**src/rtl/sram_bist_pkg.sv**
```systemverilog
// Shared types, default sizing and the test-pattern function for the SRAM BIST controller.
package sram_bist_pkg;

    typedef enum logic [2:0] {
        IDLE,
        WR_SETUP,
        WR_STROBE,
        RD,
        DONE
    } bistStateT;

    localparam int          DEPTH_DEF     = 128;
    localparam int          ADDR_BITS_DEF = 7;
    localparam int          WORD_BITS_DEF = 8;
    localparam logic [7:0]  SEED_DEF      = 8'hA5;

    // Zero-extended address XOR seed, optionally inverted; caller truncates to its word width.
    function automatic logic [31:0] expected(input logic [31:0] addr,
                                             input logic        invert,
                                             input logic [31:0] seed);
        logic [31:0] p;
        p = addr ^ seed;
        return invert ? ~p : p;
    endfunction

endpackage

```
**src/rtl/sram_bist_if.sv**
```systemverilog
// SRAM port bundle: the BIST drives addresses/write strobe (master), the SRAM returns read data (slave).
interface sram_bist_if #(
    parameter int ADDR_BITS = 7,
    parameter int WORD_BITS = 8
);
    logic [ADDR_BITS-1:0] rd_addr;
    logic [ADDR_BITS-1:0] wr_addr;
    logic [WORD_BITS-1:0] wr_data;
    logic [WORD_BITS-1:0] rd_data;
    logic                 wr_en;

    modport master (
        output rd_addr, wr_addr, wr_data, wr_en,
        input  rd_data
    );

    modport slave (
        input  rd_addr, wr_addr, wr_data, wr_en,
        output rd_data
    );
endinterface

```
**src/rtl/sram_bist_checker.sv**
```systemverilog
// Read-back scoreboard: saturating mismatch counter plus capture of the first failing address.
module sram_bist_checker #(
    parameter int ADDR_BITS = 7,
    parameter int CNT_BITS  = 8
) (
    input  logic                 clk,
    input  logic                 reset,
    input  logic                 clear,
    input  logic                 valid,
    input  logic                 match,
    input  logic [ADDR_BITS-1:0] addr,
    output logic [CNT_BITS-1:0]  failCount,
    output logic [ADDR_BITS-1:0] firstFailAddr
);

    logic [CNT_BITS-1:0]  countReg;
    logic [ADDR_BITS-1:0] firstReg;

    always_ff @(posedge clk) begin
        if (reset || clear) begin
            countReg <= '0;
            firstReg <= '0;
        end else if (valid && !match) begin
            if (countReg != '1) begin
                countReg <= countReg + CNT_BITS'(1);
            end
            if (countReg == '0) begin
                firstReg <= addr;
            end
        end
    end

    assign failCount     = countReg;
    assign firstFailAddr = firstReg;

endmodule

```
**src/rtl/sram_bist.sv**
```systemverilog
// BIST initiator for the 128x8 register-file SRAM: pattern write sweep, then read-back compare.
// Build option SRAM_BIST_INVERT_PASS_EN adds a second sweep using the inverted pattern.
module sram_bist
    import sram_bist_pkg::*;
#(
    parameter int                   DEPTH     = DEPTH_DEF,
    parameter int                   ADDR_BITS = ADDR_BITS_DEF,
    parameter int                   WORD_BITS = WORD_BITS_DEF,
    parameter logic [WORD_BITS-1:0] SEED      = WORD_BITS'(SEED_DEF),
    localparam int                  CNT_BITS  = $clog2(DEPTH + 1)
) (
    input  logic                 clk,
    input  logic                 reset,
    input  logic                 start,
    sram_bist_if.master          sram,
    output logic                 busy,
    output logic                 done,
    output logic                 pass,
    output logic [CNT_BITS-1:0]  fail_count,
    output logic [ADDR_BITS-1:0] first_fail_addr
);

    localparam logic [ADDR_BITS-1:0] LAST_ADDR = ADDR_BITS'(DEPTH - 1);

    function automatic logic [WORD_BITS-1:0] patternOf(input logic [ADDR_BITS-1:0] a,
                                                       input logic                 inv);
        return WORD_BITS'(expected(32'(a), inv, 32'(SEED)));
    endfunction

    bistStateT            stateReg;
    logic [ADDR_BITS-1:0] addrReg;
    logic [ADDR_BITS-1:0] addrNext;
    logic [ADDR_BITS-1:0] rdAddrReg;
    logic [ADDR_BITS-1:0] wrAddrReg;
    logic [WORD_BITS-1:0] wrDataReg;
    logic                 wrEnReg;
    logic                 busyReg;
    logic                 doneReg;
    logic                 passReg;
    logic                 phaseReg;
    logic                 lastSweep;
    logic                 startAccept;
    logic                 rdMatch;
    logic [CNT_BITS-1:0]  failCount;

    assign addrNext    = addrReg + ADDR_BITS'(1);
    assign startAccept = (stateReg == IDLE) && start;
    // Read is combinational, so compare this cycle's rd_data against the registered address.
    assign rdMatch     = (sram.rd_data == patternOf(rdAddrReg, phaseReg));

`ifdef SRAM_BIST_INVERT_PASS_EN
    // Phase 0 sweeps the true pattern, phase 1 the inverted one.
    always_ff @(posedge clk) begin
        if (reset || startAccept) begin
            phaseReg <= 1'b0;
        end else if (stateReg == RD && addrReg == LAST_ADDR) begin
            phaseReg <= 1'b1;
        end
    end
    assign lastSweep = phaseReg;
`else
    assign phaseReg  = 1'b0;
    assign lastSweep = 1'b1;
`endif

    always_ff @(posedge clk) begin
        if (reset) begin
            stateReg  <= IDLE;
            addrReg   <= '0;
            rdAddrReg <= '0;
            wrAddrReg <= '0;
            wrDataReg <= '0;
            wrEnReg   <= 1'b0;
            busyReg   <= 1'b0;
            doneReg   <= 1'b0;
            passReg   <= 1'b0;
        end else begin
            doneReg <= 1'b0;
            unique case (stateReg)
                IDLE: begin
                    if (start) begin
                        stateReg  <= WR_SETUP;
                        addrReg   <= '0;
                        wrAddrReg <= '0;
                        wrDataReg <= patternOf('0, 1'b0);
                        busyReg   <= 1'b1;
                        passReg   <= 1'b0;
                    end
                end
                WR_SETUP: begin
                    wrEnReg  <= 1'b1;
                    stateReg <= WR_STROBE;
                end
                WR_STROBE: begin
                    // Address/data only move while the strobe is dropping, never under it.
                    wrEnReg <= 1'b0;
                    if (addrReg == LAST_ADDR) begin
                        stateReg  <= RD;
                        addrReg   <= '0;
                        rdAddrReg <= '0;
                    end else begin
                        stateReg  <= WR_SETUP;
                        addrReg   <= addrNext;
                        wrAddrReg <= addrNext;
                        wrDataReg <= patternOf(addrNext, phaseReg);
                    end
                end
                RD: begin
                    if (addrReg == LAST_ADDR) begin
                        addrReg <= '0;
                        if (lastSweep) begin
                            stateReg <= DONE;
                            doneReg  <= 1'b1;
                            busyReg  <= 1'b0;
                            passReg  <= (failCount == '0) && rdMatch;
                        end else begin
                            stateReg  <= WR_SETUP;
                            wrAddrReg <= '0;
                            wrDataReg <= patternOf('0, 1'b1);
                        end
                    end else begin
                        addrReg   <= addrNext;
                        rdAddrReg <= addrNext;
                    end
                end
                DONE: begin
                    stateReg <= IDLE;
                end
                default: begin
                    stateReg <= IDLE;
                end
            endcase
        end
    end

    sram_bist_checker #(
        .ADDR_BITS (ADDR_BITS),
        .CNT_BITS  (CNT_BITS)
    ) u_checker (
        .clk           (clk),
        .reset         (reset),
        .clear         (startAccept),
        .valid         (stateReg == RD),
        .match         (rdMatch),
        .addr          (rdAddrReg),
        .failCount     (failCount),
        .firstFailAddr (first_fail_addr)
    );

    assign sram.rd_addr = rdAddrReg;
    assign sram.wr_addr = wrAddrReg;
    assign sram.wr_data = wrDataReg;
    assign sram.wr_en   = wrEnReg;
    assign busy         = busyReg;
    assign done         = doneReg;
    assign pass         = passReg;
    assign fail_count   = failCount;

endmodule

```
**src/flat_wrapper.sv**
```systemverilog
// flat-port wrapper written by rule: the top's interface ports become plain ports
module sram_bist_flat import sram_bist_pkg::*;
#(
    parameter int                   DEPTH     = DEPTH_DEF,
    parameter int                   ADDR_BITS = ADDR_BITS_DEF,
    parameter int                   WORD_BITS = WORD_BITS_DEF,
    parameter logic [WORD_BITS-1:0] SEED      = WORD_BITS'(SEED_DEF),
    localparam int                  CNT_BITS  = $clog2(DEPTH + 1)
)
  (clk, reset, start, busy, done, pass, fail_count, first_fail_addr, sram_rd_addr, sram_wr_addr, sram_wr_data, sram_wr_en, sram_rd_data);
  sram_bist_if #(.ADDR_BITS(ADDR_BITS), .WORD_BITS(WORD_BITS)) sram_i ();
  input  logic clk;
  input  logic reset;
  input  logic start;
  output logic busy;
  output logic done;
  output logic pass;
  output logic [CNT_BITS-1:0] fail_count;
  output logic [ADDR_BITS-1:0] first_fail_addr;
  output wire logic [$bits(sram_i.rd_addr)-1:0] sram_rd_addr;
  output wire logic [$bits(sram_i.wr_addr)-1:0] sram_wr_addr;
  output wire logic [$bits(sram_i.wr_data)-1:0] sram_wr_data;
  output wire logic [$bits(sram_i.wr_en)-1:0] sram_wr_en;
  input wire logic [$bits(sram_i.rd_data)-1:0] sram_rd_data;
  assign sram_rd_addr = sram_i.rd_addr;
  assign sram_wr_addr = sram_i.wr_addr;
  assign sram_wr_data = sram_i.wr_data;
  assign sram_wr_en = sram_i.wr_en;
  assign sram_i.rd_data = sram_rd_data;
  sram_bist #(.DEPTH(DEPTH), .ADDR_BITS(ADDR_BITS), .WORD_BITS(WORD_BITS), .SEED(SEED)) u_core (.clk(clk), .reset(reset), .start(start), .sram(sram_i), .busy(busy), .done(done), .pass(pass), .fail_count(fail_count), .first_fail_addr(first_fail_addr));
endmodule
```
**config.mk**
```make
export PLATFORM = sky130hd
export DESIGN_NAME = sram_bist_flat
export DESIGN_NICKNAME = d
export VERILOG_FILES = /design/src/rtl/sram_bist_pkg.sv /design/src/rtl/sram_bist_if.sv /design/src/rtl/sram_bist_checker.sv /design/src/rtl/sram_bist.sv /design/src/flat_wrapper.sv
export SDC_FILE = /design/constraint.sdc
export NUM_CORES = 1
export LEC_CHECK = 0
export BUFFER_PORTS_ARGS = -buffer_cell sky130_fd_sc_hd__buf_2
export CAP_MARGIN = 0
export CORE_UTILIZATION = 55
export CTS_CLUSTER_DIAMETER = 40
export CTS_CLUSTER_SIZE = 14
export DETAILED_ROUTE_END_ITERATION = 6
export GPL_TIMING_DRIVEN = 0
export PLACE_DENSITY = 0.82
export SLEW_MARGIN = 10
export SYNTH_ARGS = -nofsm -noshare
export SYNTH_HDL_FRONTEND = slang
export SYNTH_SLANG_ARGS = --single-unit
```
**constraint.sdc**
```tcl
create_clock -name clk -period 5.1 [get_ports clk]
set_input_delay 0.51 -clock clk [delete_from_list [all_inputs] [get_ports clk]]
set_output_delay 0.51 -clock clk [all_outputs]
set_load 0.005 [all_outputs]
```
* Yosys cells after proc, flatten, opt, wreduce, memory -nomap -nowiden *
Cells that the tools add are included.

storage, ports and cells
  flip-flop bits (word level) = 51
  input port bits = 11
  output and inout port bits = 41
  word-level logic and storage cells = 70

cells by class
  add/sub/neg operators = 2
  equal/unequal tests = 11
  multiplexer cells = 22
  bitwise logic cells = 3
  reduce and logical (&&, ||, !) cells = 21

operators by type and width
  kind                                                    number
  one-hot mux 7 bit (2 select lines)                      3
  two-way mux 7 bit                                       4
  two-way mux 8 bit                                       2
  one-hot mux 8 bit (2 select lines)                      1
  one-hot mux 3 bit (4 select lines)                      1
  nonzero test 2 bit                                      5
  AND reduction 3 bit                                     3
  adder 8 x 1 -> 8 bit (second input constant)            1
  == test 8 bit                                           1
  zero test 8 bit                                         1
  inequality test 8 bit (second input constant)           1
  NOT 3 -> 4 bit                                          2
  AND reduction 2 bit                                     4
  adder 7 x 1 -> 7 bit (second input constant)            1
  == test 7 bit (second input constant)                   1
  == test 3 x 2 -> 1 bit (second input constant)          2
  two-way mux 3 bit                                       2
  inequality test 2 bit (second input constant)           3
  one-hot mux 1 bit (2 select lines)                      3
  two-way mux 1 bit                                       5
  inequality test 2 x 1 -> 1 bit (second input constant)  2
  OR reduction 2 bit                                      2
  == test 3 x 1 -> 1 bit (second input constant)          1
  logical AND 1 bit                                       3
  other kinds (5)                                         5

* Longest topological paths before layout *
  depth after elaboration = 5
  depth in mapped cells = 8
  gate-level depth less buffers = 7

* Modules after synthesis *
Synthesis repeated with hierarchy kept, for this count alone.

second synthesis, totals
  cell total of the unflattened synthesis = 273
  area, all modules = 2,322.2 sq um

by module, submodules not included
  module             instances  cells an instance  area an instance (sq um)  sequential area each (sq um)
  sram_bist          1          191                1,617.8                   640.6
  sram_bist_checker  1          82                 704.4                     300.3

* Least setup slack after synthesis *
OpenSTA, ideal clock, no wires.

  path kind = reg2reg
  from = reg u_core.stateReg[2]
  to = reg u_core.u_checker.countReg[7], in the netlist u_core.u_checker.failCount[7]
  library setup time = 70 ps
  arrival time = 1,784 ps
  required time = 5,030 ps
  path slack = 3,246 ps
  cell stages (with the launch flop) = 8
  buffers on the path = 2
  period minus slack after synthesis = 1,854 ps
  cell sequence = dfxtp_1 buf_6 and3b_1 buf_6 nand4_4 or4_1 or3_1 a21oi_1

between the ends
  word-level cells in the longest chain between the ends = 3
  elaborated cells between the ends (all ways) = 6
  those cells by class = eq/ne (1); reduce/logical (5)

ends and longest elaborated chain
  element                                                                   line                                      text
  start: declaration                                                        sram_bist.sv:30                           bistStateT stateReg;
  start signal: assignment                                                  sram_bist.sv:68                           stateReg <= IDLE;
  start signal: assignment                                                  sram_bist.sv:82                           stateReg <= WR_SETUP;
  start signal: assignment                                                  sram_bist.sv:92                           stateReg <= WR_STROBE;
  == test 3 x 2 -> 1 bit or zero test 3 bit (tied branches)                 sram_bist.sv:143, sram_bist.sv:47
  logical AND 1 bit, on equally long branches                               sram_bist_checker.sv:23, sram_bist.sv:47
  AND reduction 2 bit (no source line) or logical OR 1 bit (tied branches)  -
  end signal: assignment                                                    sram_bist_checker.sv:25                   countReg <= countReg + CNT_BITS'(1);
  end: declaration                                                          sram_bist_checker.sv:16                   logic [CNT_BITS-1:0] countReg;

Several ways; a longest one is shown, not always the timed one.
A chain may end at the register's enable or synchronous reset.

* Worst setup path in the final report *
  from = reg u_core.stateReg[0]
  to = reg u_core.u_checker.firstReg[0], in the netlist u_core.u_checker.firstFailAddr[0]

between the ends
  word-level cells in the longest chain between the ends = 3
  elaborated cells between the ends (all ways) = 6
  those cells by class = eq/ne (1); reduce/logical (5)

ends and longest elaborated chain
  element                                                                   line                                      text
  == test 3 x 2 -> 1 bit or zero test 3 bit (tied branches)                 sram_bist.sv:143, sram_bist.sv:47
  logical AND 1 bit, on equally long branches                               sram_bist_checker.sv:23, sram_bist.sv:47
  AND reduction 2 bit (no source line) or logical OR 1 bit (tied branches)  -
  end signal: assignment                                                    sram_bist_checker.sv:28                   firstReg <= addr;
  end: declaration                                                          sram_bist_checker.sv:17                   logic [ADDR_BITS-1:0] firstReg;

Several ways; a longest one is shown, not always the timed one.

==> impl_metrics.env <==
export IMPL_wire_per_inst_um=13.0
export IMPL_cp_end_kind="register"
export IMPL_fp_row_count=22
export IMPL_gp_congestion=0.847
export IMPL_antenna_found_initial=0
export IMPL_ant_nets=0
export IMPL_syn_inst=243
export IMPL_yosysSeqAreaShare_pct=44.7
export IMPL_ctsResizeCount=0
export IMPL_synthXorXnorAreaFrac_pct=5.41
export IMPL_vdd_ir_drop_max_v=0.000180
export IMPL_maxSlewViolCount=0
export IMPL_post_route_period_util_pct=45.6
export IMPL_p_leak_nw=1.07
export IMPL_synth_edf_count=0
export IMPL_cpMaxStageDelayCell="nor4b_1"
export IMPL_layout_common_cells="52 x buf_2, 47 x dfxtp_1, 32 x nor2_1"
export IMPL_crit_chain="clkbuf_1 -> nor4b_1 -> nor2_1 -> clkbuf_1 -> nand3_1 -> o21ai_0"
export IMPL_cap_viol_max_count=0
export IMPL_seqPwrFrac_pct=56.4
export IMPL_yosysWarnings=0
export IMPL_cts_tree="yes"
export IMPL_drcViolationCount=0
export IMPL_drt_iter0_drc=58
export IMPL_grt_overflow_total=0
export IMPL_cp_top_family="simple AND/OR/NAND/NOR gates"
export IMPL_clk_pin_slew_ps=90
export IMPL_hold_violations=0
export IMPL_ff_latch_area_um2=941
export IMPL_start_util_pct=57.5
export IMPL_clkLatencyLatePin_ps=300
export IMPL_slowest_delay_ps=810
export IMPL_synthMuxAreaShare_pct=1.96
export IMPL_h_tree_depth=2
export IMPL_final_nets=315
export IMPL_cp_max_fo=10
export IMPL_nFillCells=341
export IMPL_multi_input_area_um2=1060
export IMPL_synth_nets=257
export IMPL_totalWireLength_um=4560
export IMPL_synth_main_ff_cell="dfxtp_1"
export IMPL_layout_commonest_cell="buf_2"
export IMPL_min_path_type="reg2reg"
export IMPL_post_cts_setup_buffer_count=0
export IMPL_cts_buffer_depth=2
export IMPL_path_class="reg2reg"
export IMPL_syn_avg_cell_area_um2=8.66
export IMPL_rsz0062_at_grt="false"
export IMPL_detailed_place_hpwl_um=3380
export IMPL_vias=1961
export IMPL_grt_max_degree=16
export IMPL_synthArstFlopShare_pct=0
export IMPL_synthSimpleGateAreaFrac_pct=25.4
export IMPL_finalClockSkew_ps=7.13
export IMPL_p_sw_mw=0.166
export IMPL_coreArea_um2=3660
export IMPL_finalSetupTns_ps=0
export IMPL_numCtsBuffers=5
export IMPL_ys_ff_latch=47
export IMPL_status="finished, final reports clean"
export IMPL_comb_power_share_pct=8.8
export IMPL_worstMarginPinSlew_ps=863
export IMPL_ys_types=43
export IMPL_netlist_area_um2=2100
export IMPL_die_y_um=63.9
export IMPL_synth_top_family_by_area="simple AND/OR/NAND/NOR gates"
export IMPL_min_period_ps=2320
export IMPL_setup_viol=0
export IMPL_die_w_um=63.9
export IMPL_diodes=0
export IMPL_total_power_mw=0.673
export IMPL_critPathMostFrequentCell="clkbuf_1"
export IMPL_timing_fmax_mhz=430
export IMPL_syn_to_final_growth_pct=19.7
export IMPL_critical_path_startpoint_type="register"
export IMPL_track_usage_pct=23.5
export IMPL_dieArea_um2=4080
export IMPL_grt_pass1_vias=1722
export IMPL_swShare_pct=24.6
export IMPL_powerDensity_nw_per_um2=267
export IMPL_portBuffers=51
export IMPL_synth_compound_area_share_pct=15.8
export IMPL_cp_required_ps=5280
export IMPL_worstPathArrival_ps=2510
export IMPL_grt_first_pass_wirelength_um=7530
export IMPL_viasPerCell=5.60
export IMPL_slew_headroom_pct=41.7
export IMPL_p_clk_share_pct=34.8
export IMPL_io_pins=52
export IMPL_drive_gt1_share_pct=23.8
export IMPL_cts_root_buf="clkbuf_8"
export IMPL_path_buf_inv=2
export IMPL_drtPass1Iterations=4
export IMPL_synthAdderAreaFrac_pct=1.78
export IMPL_cts_hold_fix_buffers=0
export IMPL_intPower_mw=0.508
export IMPL_clock_sinks=47
cells by family (layout without fill, tap and decap cells):
logic type / count (synthesis) / count (layout)
mux: 4 / 4
simple gates: 105 / 105
flops: 47 / 47
compound gates: 52 / 52
xor+xnor: 13 / 13
fa+ha+maj: 3 / 3
buf+inv: 19 / 78
final cells by class:
type / count / area share [%]
Buffer: 15 / 3.48
Timing Repair Buffer: 51 / 10.1
Clock buffer: 6 / 3.28
Clock inverter: 2 / 0.646
Multi-Input combinational cell: 177 / 42.1
Inverter: 4 / 0.596
Sequential cell: 47 / 37.4
Tap cell: 48 / 2.38
power by group through the flow:
stage	clock (mW)	combinational [mW]	sequential, mW
2_1_floorplan	0	0.0376	0.388
5_1_grt	0.255	0.0657	0.381
3_5_place_dp	0	0.0592	0.388
3_3_place_gp	0	0.0580	0.388
4_1_cts	0.242	0.0597	0.380
6_report	0.235	0.0593	0.380
path summary, 6_finish.rpt:
check	from	cells past startpoint	slack, ps	to
hold / removal	u_core.pass$_SDFFE_PP0P_	2	460	u_core.pass$_SDFFE_PP0P_
setup reg to reg	u_core.stateReg[0]$_SDFFE_PP0P_	6	2780	u_core.u_checker.firstFailAddr[0]$_SDFFE_PP0P_
setup / recovery	u_core.stateReg[0]$_SDFFE_PP0P_	6	2780	u_core.u_checker.firstFailAddr[0]$_SDFFE_PP0P_
hold reg to reg	u_core.pass$_SDFFE_PP0P_	2	460	u_core.pass$_SDFFE_PP0P_
routing by layer:
| metal | track usage (%) | vias up | share of wire (%) |
|---|---|---|---|
| met3 | 5.89 | 9 | 5.0 |
| li1 | - | 976 | - |
| met4 | 9.38 | 0 | 1.9 |
| met2 | 39.9 | 59 | 47 |
| met1 | 28.2 | 917 | 46 |
| met5 | 0 | - | 0 |
cells in the mapped netlist, types with 6 or more instances:
master     n  area share [%]
nand2_1   23             4.1
dfxtp_1   47              45
clkbuf_1   7             1.2
nor2_1    32             5.7
xor2_1     6             2.5
nor3_1     7             1.7
a21oi_1   18             4.3
xnor2_1    7             2.9
o21ai_0   15             3.6
nand3_1   14             3.3
state kept, by name, summed over array words and instances, names as in the netlist:
register / cells
u_core.pass: 1
u_core.u_checker.firstFailAddr: 7
u_core.stateReg: 3
u_core.sram.wr_en: 1
u_core.done: 1
u_core.sram.rd_addr: 7
u_core.busy: 1
u_core.sram.wr_addr: 3
u_core.u_checker.failCount: 8
u_core.sram.wr_data: 8
u_core.addrReg: 7
worst min-delay path: cells and delay by family, from the launching register on:
family	cells	cell delay, ps
AOI/OAI and AO/OA	1	50
and+or+nand+nor	1	50
DFF	1	320
through the flow:
step | instances | instance area (um^2) | utilization (%) | hold WS, ps | setup slack (ps)
after floorplan | 243 | 2100 | - | 448 | 3250
after global placement | 342 | 2420 | 66.1 | 446 | 2830
after detailed placement | 342 | 2420 | 66.1 | 455 | 2790
after CTS | 350 | 2520 | 68.8 | 469 | 2770
after global routing | 350 | 2520 | 68.8 | 480 | 2490
final | 350 | 2520 | 68.8 | 464 | 2780
(Power assumes the default switching activity.)
